`config.mk`:
```
export PLATFORM = sky130hd
export DESIGN_NAME = reg_file_2r1w
export DESIGN_NICKNAME = d
export VERILOG_FILES = /design/src/rtl/reg_file_2r1w.sv
export SDC_FILE = /design/constraint.sdc
export NUM_CORES = 2
export LEC_CHECK = 0
export BUFFER_PORTS_ARGS = -buffer_cell sky130_fd_sc_hd__buf_2
export CORE_AREA = 2 2 620 314
export DETAILED_ROUTE_END_ITERATION = 12
export DIE_AREA = 0 0 622 316
export PLACE_DENSITY = 0.52
export SYNTH_ARGS = -nofsm -noshare
export SYNTH_HDL_FRONTEND = slang
export SYNTH_SLANG_ARGS = --single-unit
```
`constraint.sdc`:
```
create_clock -name clk -period 2.2 [get_ports clk]
set_input_delay 0.33 -clock clk [delete_from_list [all_inputs] [get_ports clk]]
set_output_delay 0.33 -clock clk [all_outputs]
set_load 0.02 [all_outputs]
```
`src/rtl/reg_file_2r1w.sv`:
```
// -----------------------------------------------------------------------------
// reg_file_2r1w
// Datapath register file: DEPTH words of N bits, one synchronous write port and
// two independent registered read ports that feed the ALU operands. Word 0 is
// the ISA zero register and always reads as zero. A write and a read to the
// same nonzero address on one edge return the new data (write-to-read bypass),
// so the pipeline never stalls on a back-to-back dependency.
//
// Parameters:
//   N       data word width in bits
//   ADDR_W  address width
//   DEPTH   number of words, must equal 2**ADDR_W
//
// Ports:
//   clk      in   rising-edge clock
//   rst_n    in   asynchronous active-low reset, clears memory and read ports
//   we       in   write enable
//   waddr    in   write address (writes to 0 are discarded)
//   wdata    in   write data
//   re_a     in   read enable, port A
//   raddr_a  in   read address, port A
//   re_b     in   read enable, port B
//   raddr_b  in   read address, port B
//   rdata_a  out  registered read data, port A (holds when re_a is low)
//   rdata_b  out  registered read data, port B (holds when re_b is low)
//   valid_a  out  rdata_a was loaded by a read on the previous edge
//   valid_b  out  rdata_b was loaded by a read on the previous edge
// -----------------------------------------------------------------------------
module reg_file_2r1w #(
  parameter int N      = 32,
  parameter int ADDR_W = 5,
  parameter int DEPTH  = 32
) (
  input  logic              clk,
  input  logic              rst_n,
  input  logic              we,
  input  logic [ADDR_W-1:0] waddr,
  input  logic [N-1:0]      wdata,
  input  logic              re_a,
  input  logic [ADDR_W-1:0] raddr_a,
  input  logic              re_b,
  input  logic [ADDR_W-1:0] raddr_b,
  output logic [N-1:0]      rdata_a,
  output logic [N-1:0]      rdata_b,
  output logic              valid_a,
  output logic              valid_b
);

  logic [N-1:0] r_mem [DEPTH];
  logic [N-1:0] r_rdata_a;
  logic [N-1:0] r_rdata_b;
  logic         r_valid_a;
  logic         r_valid_b;

  logic         w_wr_en;
  logic [N-1:0] w_rd_a;
  logic [N-1:0] w_rd_b;

  // Writes to the zero register are dropped here, so mem[0] stays at its
  // reset value of 0 forever.
  assign w_wr_en = we && (waddr != '0);

  // Read-value selection: the zero register wins over everything, then a
  // same-edge write to the same address is forwarded, otherwise the stored
  // word. The bypass uses w_wr_en, which already excludes address 0.
  always_comb begin
    w_rd_a = r_mem[raddr_a];
    if (raddr_a == '0) begin
      w_rd_a = '0;
    end else if (w_wr_en && (waddr == raddr_a)) begin
      w_rd_a = wdata;
    end
  end

  always_comb begin
    w_rd_b = r_mem[raddr_b];
    if (raddr_b == '0) begin
      w_rd_b = '0;
    end else if (w_wr_en && (waddr == raddr_b)) begin
      w_rd_b = wdata;
    end
  end

  // Storage array. Reset clears every word so unwritten entries never read X.
  always_ff @(posedge clk or negedge rst_n) begin
    if (!rst_n) begin
      for (int i = 0; i < DEPTH; i++) begin
        r_mem[i] <= '0;
      end
    end else if (w_wr_en) begin
      r_mem[waddr] <= wdata;
    end
  end

  // Read ports: data only reloads on an enabled read and holds otherwise;
  // valid is a one-cycle flag marking a fresh load.
  always_ff @(posedge clk or negedge rst_n) begin
    if (!rst_n) begin
      r_rdata_a <= '0;
      r_rdata_b <= '0;
      r_valid_a <= 1'b0;
      r_valid_b <= 1'b0;
    end else begin
      r_valid_a <= re_a;
      r_valid_b <= re_b;
      if (re_a) begin
        r_rdata_a <= w_rd_a;
      end
      if (re_b) begin
        r_rdata_b <= w_rd_b;
      end
    end
  end

  assign rdata_a = r_rdata_a;
  assign rdata_b = r_rdata_b;
  assign valid_a = r_valid_a;
  assign valid_b = r_valid_b;

endmodule

```
* Yosys cells after proc, flatten, opt, wreduce, memory -nomap -nowiden
Cells that the tools add are included.
** Cells by class
- $lt $le $gt $ge :: 4
- Equal/unequal tests :: 2
- Muxes and demuxes :: 13
- Bitwise gates (word level) :: 3
- Reduce and logical (&&, ||, !) cells :: 7
** Operators by type and width (number)
- 1024-bit bitwise mux :: 1
- 32-bit binary-select mux with 5-bit select :: 2
- 32-bit two-way mux :: 9
- 32-bit demux with 5-bit select :: 1
- 6-bit greater-or-equal comparator (second input constant) :: 3
- 5-bit inverter with 6-bit output :: 3
- 5-bit equality test :: 2
- 5-bit logical NOT :: 2
- 6-bit by 1-bit less-than comparator with 1-bit output (second input constant) :: 1
- 5-bit nonzero test :: 1
- 1-bit logical AND :: 4
** Storage, ports and cells
- Register bits :: 1090
- Input bits :: 52
- Output and inout port bits :: 66
- Word-level logic and storage cells :: 65

* Logic depth before layout (Yosys ltp)
- Depth in word-level cells :: 6
- Mapped depth :: 8
- Depth with buffers taken out :: 4

* Worst setup path after synthesis
OpenSTA, ideal clock, no wires.
- Kind :: in2reg
- Start point :: input port raddr_b[2]
- End point :: register r_rdata_b[19], in the netlist rdata_b[19]
- Library setup time :: 142 ps
- Arrival :: 1923 ps
- Data required time :: 2058 ps
- Path slack :: 135 ps
- Cell stages on the path :: 7
- Buffers on the path :: 3
- Path through :: buf_2 buf_2 buf_1 mux4_2 mux4_2 clkinv_1 o221ai_1
** Between the ends
- Longest elaborated chain between the ends :: 6
- Elaborated cells on any way between the ends :: 9
- Classes of those cells :: 1 x eq/ne; 5 x mux; 1 x bitwise; 2 x reduce/logical
** RTL lines
- from (decl) :: line 42 : input logic [ADDR_W-1:0] raddr_b,
- 5-bit inverter with 6-bit output (implied by the code) :: line 76 : w_rd_b = r_mem[raddr_b];
- 32-bit binary-select mux with 5-bit select :: line 76
- 32-bit two-way mux (implied by the code) (2 in a row) :: line 76
- 32-bit two-way mux :: line 79 : end else if (w_wr_en && (waddr == raddr_b)) begin
- 32-bit two-way mux (*) :: line 77 : if (raddr_b == '0) begin
- to (signal assigned) :: line 110 : r_rdata_b <= w_rd_b;
- to (decl) :: line 51 : logic [N-1:0] r_rdata_b;
Every way passes the cells marked *; elsewhere a longest branch is shown, timed or not. The select of a mux whose other input is x is not followed.
A chain may end at the register's enable or synchronous reset.

* Final worst setup path
- Start point :: input port raddr_a[0]
- End point :: register r_rdata_a[28], in the netlist rdata_a[28]
** Between the ends
- Longest elaborated chain between the ends :: 6
- Elaborated cells on any way between the ends :: 9
- Classes of those cells :: 1 x eq/ne; 5 x mux; 1 x bitwise; 2 x reduce/logical
** RTL lines
- from (decl) :: line 40 : input logic [ADDR_W-1:0] raddr_a,
- 5-bit inverter with 6-bit output (implied by the code) :: line 67 : w_rd_a = r_mem[raddr_a];
- 32-bit binary-select mux with 5-bit select :: line 67
- 32-bit two-way mux (implied by the code) (2 in a row) :: line 67
- 32-bit two-way mux :: line 70 : end else if (w_wr_en && (waddr == raddr_a)) begin
- 32-bit two-way mux (*) :: line 68 : if (raddr_a == '0) begin
- to (signal assigned) :: line 107 : r_rdata_a <= w_rd_a;
- to (decl) :: line 50 : logic [N-1:0] r_rdata_a;
Marked as above.

==> results.toml <==
[outcome]
status = "finished, final reports clean"

[timing]
slew_viol_final = 0
maxSlewHeadroom = 0.3768
max_freq_ghz = 0.5227
final.setup.worst_slack_ns = 0.2869
layout_min_cycle_time_ns = 1.913
fin_skew_ns = 0.02744
setup_viol = 0
hold_violations = 0
rsz0062_at_grt = "false"
setup_tns_ns = 0
whs_ns = 0.2013
post-route-period-util = 0.8696
max_slew.worst_pin.slew_ns = 0.9328

[floorplan]
die_y_um = 316
die-area_um2 = 196600
die-width_um = 622
std_cell_rows = 114
io_pins = 118
initial_core_util = 0.2979
core_area_um2 = 191400

[finish]
layout.nets = 3799
area_growth_pct = 17.38
drive_gt1_frac = 0.5072
post-route-util = 0.3496

[synth]
ys.flop_type = "dfrtp_1"
synth_seq_cells = 1090
async_flop_share = 1.000
seq_area_frac_synth = 0.4784
syn-cell-area_um2 = 57010
ys_types = 36
syn_nets = 3667
syn_area_per_cell_um2 = 15.77
synth_cells = 3615
yosys_warnings = 0
synth_edf_count = 0

[worst_setup_path]
crit_type = "in -> reg"
cp-start-kind = "input port"
arrival_ns = 2.45
cp_max_fo = 24
slowest_delay_ns = 0.60
critPathCaptureType = "register"
critPathSlowestCell = "or4_1"
cp_cell_sequence = "buf_8 > or4_1 > o21a_2 > buf_4 > a41oi_1 > o221ai_1"
crit_required_ns = 2.73

[drt]
wl_per_cell_um = 32.17
drt-pass1-iter-count = 5
routed-via-count = 36901
ant_nets = 0
drcViolationCount = 0
routed_wl_um = 205700
viasPerCell = 5.773
dr.first_iter.drc_count = 4023

[grt]
antenna_found_initial = 12
grt_util_all_layers = 0.2094
first_global_vias = 37646
grt_overflow_total = 0
grt_pass1_wl_um = 295800
grt_start_max_net_pins = 119

[place]
io_buffers = 117
gp_congestion = 0.8307
pre_cts_ws_ns = -0.3171
dp_hpwl_um = 142600

[hold_path]
holdCritPathClass = "in -> reg"

[flow_run]
max-cap-violations = 0

[cts]
cts_buffer_depth = 3
htreeDepth = 3
numCtsBuffers = 98
insertion_delay_ns = 0.70
ctsResizeCount = 0
clk_pin_slew_ns = 0.07
cts-root-buf = "clkbuf_16"
cts_sinks = 1090
cts_tree = "yes"

[pwr]
p_leak_nw = 28.40
ir_drop_v = 0.0005793
powerDensity_nw_per_um2 = 879.6
==> layer usage <==
metal | track usage | vias to the layer above | wire, um
met1 | 0.3323 | 20563 | 99960
met2 | 0.2778 | 1728 | 81770
met4 | 0.03777 | 0 | 3337
met5 | 0 | - | 0
li1 | - | 14383 | -
met3 | 0.06223 | 227 | 20580
==> registers in the layout, summed over array words and instances, names as in the netlist <==
name,count
r_mem,1024
rdata_a,32
rdata_b,32
valid_a,1
valid_b,1
==> cells in the final DEF, fill, tap and decap left out, drive strengths merged, types with 3 or more instances in the layout <==
cell type	netlist	routed
dfrtp	1090	1090
mux2	992	992
mux4	576	576
buf	212	455
clkbuf	212	145
a22o	128	128
nor2	85	85
clkinv	64	85
nor2b	68	68
a41oi	64	64
o221ai	64	64
nand2	19	19
bufinv	0	11
xor2	10	10
diode	0	9
clkinvlp	0	6
nor3	4	4
nor3b	3	3
nand3b	3	3
==> Yosys cell counts, types with 24 or more instances <==
cell / n / area (um2)
a41oi_1: 64 / 560.5
buf_2: 112 / 560.5
clkinv_1: 64 / 240.2
nor2b_1: 68 / 425.4
mux2_2: 698 / 7860
a22o_1: 128 / 1121
mux2_1: 294 / 3311
o221ai_1: 64 / 560.5
nor2_1: 85 / 319.1
buf_1: 64 / 240.2
clkbuf_1: 212 / 795.8
buf_6: 24 / 270.3
dfrtp_1: 1090 / 27280
mux4_2: 576 / 12970
==> kinds of logic (layout without fill, tap and decap cells) <==
| kind of cell | after synthesis | in the layout | synth area share |
|---|---|---|---|
| xor gates and xnor gates | 10 | 10 | 0.001536 |
| DFF | 1090 | 1090 | 0.4784 |
| AOI/OAI and AO/OA | 266 | 266 | 0.04108 |
| and+or+nand+nor | 192 | 192 | 0.01692 |
| muxes | 1568 | 1568 | 0.4235 |
| other | 0 | 9 | 0 |
| buffers and inverters | 489 | 705 | 0.03860 |
==> through the flow <==
stage,std cells,cell area [um2],power (W)
after floorplan,3615,57010,0.03508
after global placement,6198,63470,0.03987
after detailed placement,6198,63470,0.04024
after CTS,6383,66900,0.05914
after global routing,6386,66910,0.06149
final,6392,66930,0.05887
==> worst paths after layout <==
path	slack, ns	start	depth (start not counted)	endpoint
setup / recovery	0.29	raddr_a[0]	6	rdata_a[28]
hold / removal	0.20	re_a	2	valid_a
setup reg to reg	0.37	r_mem[540]	4	rdata_b[28]
hold reg to reg	0.40	r_mem[1006]	0	r_mem[1006]
max in group asynchronous	1.02	rst_n	4	rdata_a[31]
min in group asynchronous	0.42	rst_n	3	r_mem[921]
==> worst max-delay path: cells and delay by family <==
kind / cells / cell delay [ns]
buffers and inverters: 2 / 0.47
and+or+nand+nor: 1 / 0.60
AOI/OAI and AO/OA: 3 / 1.01
==> where the power goes <==
part / leakage, nW / switching (W) / internal (W)
combinational: 12.7 / 0.00541 / 0.00749
sequential: 14.0 / 0.00325 / 0.0239
clock: 1.68 / 0.00831 / 0.0105
==> cell type report <==
cell class / count / area [um2]
fillers: 18264 / 124500
multi-input cells: 2036 / 27790
flip-flops and latches: 1090 / 27280
repair buffers: 456 / 4982
well taps: 2552 / 3193
clock buffers: 145 / 2925
clock inverters: 39 / 493.0
inverters: 65 / 244.0
diodes: 9 / 22.52
==> repair_timing <==
action,in CTS,in global routing
hold buffers,1,0
setup buffers,0,0
endpoints found under the hold margin,739,0
(Power assumes the default switching activity.)
